$ cat src/rtl/pulse_stretcher.sv
// Multi-channel event-to-level driver: each input strobe becomes a fixed-length
// high pulse followed by a guaranteed low gap, with a saturating per-channel event queue.
module pulse_stretcher #(
    parameter int N_CH        = 4,
    parameter int WIDTH       = 16,
    parameter int HIGH_CYCLES = 65000,
    parameter int GAP_CYCLES  = 65000,
    parameter int QUEUE_MAX   = 7
) (
    input  logic            clk,
    input  logic            rst,
    input  logic [N_CH-1:0] in,
    input  logic            clear_overflow,
    output logic [N_CH-1:0] out,
    output logic [N_CH-1:0] busy,
    output logic [N_CH-1:0] overflow
);

    localparam int PW = (QUEUE_MAX > 0) ? $clog2(QUEUE_MAX + 1) : 1;

    localparam logic [WIDTH-1:0] HIGH_RELOAD = WIDTH'(HIGH_CYCLES - 1);
    localparam logic [WIDTH-1:0] GAP_RELOAD  = WIDTH'(GAP_CYCLES - 1);
    localparam logic [WIDTH-1:0] TMR_ONE     = WIDTH'(1);
    localparam logic [PW-1:0]    PEND_ONE    = PW'(1);
    localparam logic [PW-1:0]    PEND_MAX    = PW'(QUEUE_MAX);

    typedef enum logic [1:0] {
        IDLE = 2'd0,
        HIGH = 2'd1,
        GAP  = 2'd2
    } state_t;

    for (genvar ch = 0; ch < N_CH; ch++) begin : g_ch
        state_t           state;
        logic [WIDTH-1:0] tmr;
        logic [PW-1:0]    pend;
        logic             out_q;
        logic             busy_q;
        logic             ovf_q;

        logic ev;
        logic tmr_done;
        logic at_gap_end;
        logic pend_empty;
        logic pend_full;
        logic lost;

        assign ev         = in[ch];
        assign tmr_done   = (tmr == '0);
        assign at_gap_end = (state == GAP) && tmr_done;
        assign pend_empty = (pend == '0);
        assign pend_full  = (pend == PEND_MAX);
        // The GAP-end edge always absorbs a new event (start or cancel), so it is never lost.
        assign lost       = ev && (state != IDLE) && !at_gap_end && pend_full;

        // NOTE: sequential state uses non-blocking assignments so every register
        // samples pre-edge values, independent of statement order in this block.
        always_ff @(posedge clk or negedge rst) begin
            if (!rst) begin
                state  <= IDLE;
                tmr    <= '0;
                pend   <= '0;
                out_q  <= 1'b0;
                busy_q <= 1'b0;
                ovf_q  <= 1'b0;
            end else begin
                case (state)
                    IDLE: begin
                        if (ev) begin
                            state <= HIGH;
                            tmr   <= HIGH_RELOAD;
                        end
                    end
                    HIGH: begin
                        if (tmr_done) begin
                            state <= GAP;
                            tmr   <= GAP_RELOAD;
                        end else begin
                            tmr <= tmr - TMR_ONE;
                        end
                    end
                    GAP: begin
                        if (!tmr_done) begin
                            tmr <= tmr - TMR_ONE;
                        end else if (ev || !pend_empty) begin
                            state <= HIGH;
                            tmr   <= HIGH_RELOAD;
                        end else begin
                            state <= IDLE;
                        end
                    end
                    default: begin
                        state <= IDLE;
                        tmr   <= '0;
                    end
                endcase

                if (at_gap_end) begin
                    if (!pend_empty && !ev) begin
                        pend <= pend - PEND_ONE;
                    end
                end else if (ev && (state != IDLE) && !pend_full) begin
                    pend <= pend + PEND_ONE;
                end

                if (lost) begin
                    ovf_q <= 1'b1;
                end else if (clear_overflow) begin
                    ovf_q <= 1'b0;
                end

                // Outputs trail the FSM by one edge so they come straight from flops.
                out_q  <= (state == HIGH);
                busy_q <= (state != IDLE);
            end
        end

        assign out[ch]      = out_q;
        assign busy[ch]     = busy_q;
        assign overflow[ch] = ovf_q;
    end

endmodule

$ cat config.mk
export PLATFORM = sky130hd
export DESIGN_NAME = pulse_stretcher
export DESIGN_NICKNAME = d
export VERILOG_FILES = /design/src/rtl/pulse_stretcher.sv
export SDC_FILE = /design/constraint.sdc
export NUM_CORES = 1
export LEC_CHECK = 0
export ABC_CLOCK_PERIOD_IN_PS = 7650
export CAP_MARGIN = 15
export CORE_ASPECT_RATIO = 1.5
export CORE_UTILIZATION = 55
export CTS_BUF_LIST = sky130_fd_sc_hd__clkbuf_4 sky130_fd_sc_hd__clkbuf_8
export CTS_CLUSTER_DIAMETER = 100
export DETAILED_ROUTE_END_ITERATION = 16
export GPL_TIMING_DRIVEN = 0
export PLACE_DENSITY = 0.73
export SETUP_SLACK_MARGIN = 0.5
export SLEW_MARGIN = 20
export SYNTH_ARGS = -nofsm -noshare
export SYNTH_HDL_FRONTEND = slang
export SYNTH_SLANG_ARGS = --single-unit
$ cat constraint.sdc
create_clock -name clk -period 7.65 [get_ports clk]
set_clock_uncertainty 0.1 [all_clocks]
set_input_delay 1.53 -clock clk [delete_from_list [all_inputs] [get_ports clk]]
set_output_delay 1.53 -clock clk [all_outputs]
set_load 0.01 [all_outputs]
# Word-level counts from Yosys, hierarchy flattened
# Index checks and enable logic that the tools add are counted.
word_totals:
  mem_bits_ro: 0
  wordCells: 205
  ram_bits: 0
  latch_bits: 0
  mem_count: 0
  register_bits: 96
  output_inout_bits: 12
op_classes:
  n_eq_ne: 32
  shift: 0
  reduce_logical: 80
  bitwise: 0
  div: 0
  n_mux: 57
  n_mul: 0
  magnitude_cmp: 0
  addsub: 12
op_table:
  columns: ["op", "n"]
  rows:
  - ["16-bit two-way mux", 16]
  - ["16-bit one-hot mux with 3 select lines", 4]
  - ["16-bit logical NOT", 4]
  - ["16-bit by 1-bit subtractor with 16-bit output (second input constant)", 4]
  - ["3-bit two-way mux", 12]
  - ["1-bit logical AND", 24]
  - ["2-bit two-way mux", 12]
  - ["2-bit != test (second input constant)", 12]
  - ["2-bit one-hot mux with 3 select lines", 4]
  - ["2-bit nonzero test", 12]
  - ["1-bit logical NOT", 16]
  - ["2-bit AND reduction", 8]
  - ["3-bit by 1-bit adder with 3-bit output (second input constant)", 4]
  - ["3-bit equality test (second input constant)", 4]
  - ["3-bit logical NOT", 4]
  - ["3-bit by 2-bit != test with 1-bit output (second input constant)", 4]
  - ["3-bit AND reduction", 4]
  - ["3-bit by 1-bit subtractor with 3-bit output (second input constant)", 4]
  - ["1-bit two-way mux", 9]
  - ["2-bit by 1-bit equality test with 1-bit output (second input constant)", 4]
  - ["2-bit equality test (second input constant)", 4]
  - ["2-bit logical NOT", 4]
  - ["2-bit by 1-bit != test with 1-bit output (second input constant)", 4]
  - ["1-bit logical OR", 4]

# Longest topological paths before layout
depth:
  ltp_word: 6
  mapped_depth: 11

# Least setup slack after synthesis
# Ideal clock, no wire load.
synth_timing:
  kind: "input -> register"
  from: "input port in[3]"
  to: "register g_ch[3].tmr[15]"
  t_arrival_ns: 2.869
  path_buffers: 1
  slack_ns: 4.543
  stages: 5
  setup_time_ns: 0.138
  cell_sequence: "clkbuf_1 or4_1 o31ai_2 o21ai_0 o2bb2ai_1"
synth_via:
  elab_chain_len: 3
  word_cells_on_any_way: 4
  cone_classes: "2 x eq/ne; 2 x reduce/logical"
synth_rtl:
  columns: ["item", "line", "source"]
  rows:
  - ["from (decl)", "12", "input logic [N_CH-1:0] in,"]
  - ["1-bit logical OR", "85", "end else if (ev || !pend_empty) begin"]
  - ["3-bit by 2-bit != test with 1-bit output (no source line)", null, null]
  - ["2-bit AND reduction (no source line) (*)", null, null]
  - ["to (signal assigned)", "79", "tmr <= tmr - TMR_ONE;"]
  - ["to (signal assigned)", "84", "tmr <= tmr - TMR_ONE;"]
  - ["to (decl)", "35", "logic [WIDTH-1:0] tmr;"]
# Mark *: on every way between the ends. The rest lies on a longest branch, timed or not.
# A chain may end at the register's enable or synchronous reset.

# Worst setup path after layout
layout_timing:
  from: "input port in[0]"
  to: "register g_ch[0].tmr[5]"
layout_via:
  elab_chain_len: 3
  word_cells_on_any_way: 4
  cone_classes: "2 x eq/ne; 2 x reduce/logical"
layout_rtl:
  columns: ["item", "line"]
  rows:
  - ["1-bit logical OR", "85"]
  - ["3-bit by 2-bit != test with 1-bit output (no source line)", null]
  - ["2-bit AND reduction (no source line) (*)", null]
  - ["to (signal assigned)", "79"]
  - ["to (signal assigned)", "84"]
  - ["to (decl)", "35"]
# Marks and branches as above.

==> results.toml <==
[run_status]
outcome = "complete, no violations"

[clocking]
path_clk_slew_ns = 0.10
cts_num_sinks = 96
clk-insertion-delay-late_ns = 0.38
clockBufferDepth = 2
cts_tree = "done"
hold_buffers = 0
cts_htree_levels = 3
cts_made_buffers = 9
cts_setup_buffers = 0
post_cts_resized = 0
root_buffer = "clkbuf_8"

[timing]
setup_viol = 0
hold_violations = 0
slew_viol_final = 0
rsz0062_at_grt = "false"
worst_slew_margin_rel_pct = 46.4
max_freq_ghz = 0.282
worst_slew_pin_slew_ns = 0.797
fin_tns_setup_ns = 0
post-route-min-period_ns = 3.55
period_share_pct = 46.4

[power]
power_mw = 2.66
peakVddDrop_mv = 0.156
powerDensity_nw_per_um2 = 389
p_leak_nw = 2.77

[die]
start_util_pct = 56.5
rows = 47
fp.dieH_um = 133
die-area_um2 = 11800
ios = 19
core-area_um2 = 11100
die_width_um = 89.0

[global_route]
grt_antenna_before_repair = 0
overflow = 0
grt_pass1_wl_um = 26000
grt_use_total_pct = 27.5
grt_start_max_net_pins = 62
grt_pass1_vias = 5763

[drt]
drt_iter0_drc = 396
ant_nets = 0
wl_per_cell_um = 16.9
drc = 0
via_per_inst = 6.36
totalWireLength_um = 15400
dr.pass1.iters = 6
vias = 5814

[synthesis]
ys_seq_elements = 96
syn-cell-area_um2 = 6250
synth_compound_area_share_pct = 25.0
synth_simple_gate_area_share_pct = 22.3
synth_flop_cell = "dfrtp_1"
ys_seq_area_share_pct = 38.4
async_reset_ff_share_pct = 100
postSynthCellCount = 733
yosys.cell_types.count = 75
syn_nets = 765
synth_fa_ha_area_share_pct = 5.48
postSynthAreaPerCell_um2 = 8.53
synth_top_family_by_area = "compound AO/OA/AOI/OAI gates"
yosys.area_share.xor_xnor_pct = 0.701
synth_mux_area_share_pct = 1.84
synth_edf_count = 0
synth_warnings = 0

[finish]
n_antenna_cell = 0
final-seq-area_um2 = 2400
nets = 794
layout_common_cells = "dfrtp_1 (96), nor2_1 (78), o21ai_0 (66)"
multi_input_area_um2 = 3460
drive_gt1_share_pct = 7.30
areaGrowthSynthToFinish_pct = 9.63
layout_commonest_cell = "dfrtp_1"
fill_cells = 997

[worst_hold_path]
hp-class = "reg -> reg"

[worst_setup_path]
critPathMaxFanout = 10
crit_type = "in -> reg"
required_ns = 7.86
endpoint_kind = "flop"
arrival_ns = 3.76
start_kind = "input port"

[flow_run]
max-cap-violations = 0

[placed_design]
gp_congestion = 0.907
dp_hpwl_um = 11000
port_buffers = 17
## worst max-delay path, stage by stage
cell             delay, ns
clkdlybuf4s50_1       0.53
clkbuf_1              0.34
nor2_1                0.13
a31oi_1               0.54
clkbuf_1              0.41
a21oi_1               0.13
a21oi_1               0.15
## cells by family (layout without fill, tap and decap cells)
group                    count (synthesis)  count (layout)
adder cells (fa/ha/maj)                 25              25
multiplexers                            11              11
AO/OA/AOI/OAI                          243             243
XOR/XNOR                                 5               5
flip-flops                              96              96
buffers and inverters                   89             123
AND/OR/NAND/NOR                        264             264
## per-layer routing
metal	part of all wire [%]	GRT usage [%]
met1	40	31.4
met2	53	49.1
met3	3.7	4.12
met4	3.0	13.0
met5	0	0
## cell usage after synthesis (5+ instances only)
| library cell | n | share of area, % |
|---|---|---|
| buf_4 | 12 | 1.4 |
| mux2i_1 | 7 | 1.1 |
| ha_1 | 21 | 4.2 |
| clkbuf_1 | 21 | 1.3 |
| a31oi_1 | 11 | 1.1 |
| nor4_1 | 16 | 1.6 |
| o21a_1 | 5 | 0.60 |
| nor2_1 | 78 | 4.7 |
| nand3b_1 | 6 | 0.72 |
| a211oi_1 | 10 | 1.2 |
| nor3_1 | 22 | 1.8 |
| o21ai_0 | 66 | 5.3 |
| o22a_1 | 7 | 0.98 |
| o2bb2ai_1 | 6 | 0.84 |
| buf_2 | 5 | 0.40 |
| and4_1 | 5 | 0.70 |
| nand3_1 | 18 | 1.4 |
| a21oi_1 | 56 | 4.5 |
| a21o_1 | 6 | 0.72 |
| nand4_1 | 8 | 0.80 |
| and2_1 | 8 | 0.80 |
| o31ai_1 | 7 | 0.84 |
| o41ai_1 | 5 | 0.70 |
| o211ai_1 | 7 | 0.84 |
| o311ai_0 | 9 | 1.3 |
| or3_1 | 7 | 0.70 |
| nand2_1 | 50 | 3.0 |
| o22ai_1 | 11 | 1.1 |
| inv_1 | 49 | 2.9 |
| dfrtp_1 | 96 | 38 |
| nand2b_1 | 15 | 1.5 |
## worst paths after layout
kind / cells after the start / endpoint / slack (ns) / startpoint
setup / recovery: 7 / g_ch[0].tmr[5] / 4.10 / in[0]
setup reg to reg: 8 / g_ch[0].pend[2] / 4.43 / g_ch[0].tmr[6]
hold reg to reg: 2 / g_ch[3].tmr[0] / 0.41 / g_ch[3].tmr[0]
min in group asynchronous: 1 / g_ch[3].busy_q / 0.93 / rst
max in group asynchronous: 2 / g_ch[1].tmr[3] / 5.88 / rst
hold / removal: 2 / g_ch[3].tmr[0] / 0.41 / g_ch[3].tmr[0]
## state kept, by name (all words and copies together), names as in the netlist
signal	count
g_ch.out_q	4
g_ch.pend	12
g_ch.ovf_q	4
g_ch.tmr	64
g_ch.state	8
g_ch.busy_q	4
## where the power goes
part / internal, mW / switching (mW)
registers: 0.732 / 0.251
logic: 0.551 / 0.752
clock network: 0.185 / 0.193
## stage by stage
stage | area (µm²) | util [%] | hold WS, ns | cells | setup WS [ns]
finish | 6850 | 62.0 | 0.410 | 914 | 4.10
global route | 6850 | 62.0 | 0.441 | 914 | 3.81
CTS | 6850 | 62.0 | 0.414 | 914 | 4.12
detailed placement | 6630 | 60.0 | 0.393 | 898 | 3.78
global placement | 6610 | 59.7 | 0.379 | 897 | 1.30
floorplan | 6250 | - | 0.362 | 733 | 4.54
## layout make-up
class,count,area share [%]
multi-input combinational,548,50.4
clock buffer,9,1.81
tap,147,2.68
clock inverter,7,1.39
buffer,40,3.05
sequential,96,35.1
inverter,49,2.68
timing repair buffer,18,2.90
Note: power is estimated with default switching activity, not from simulation.
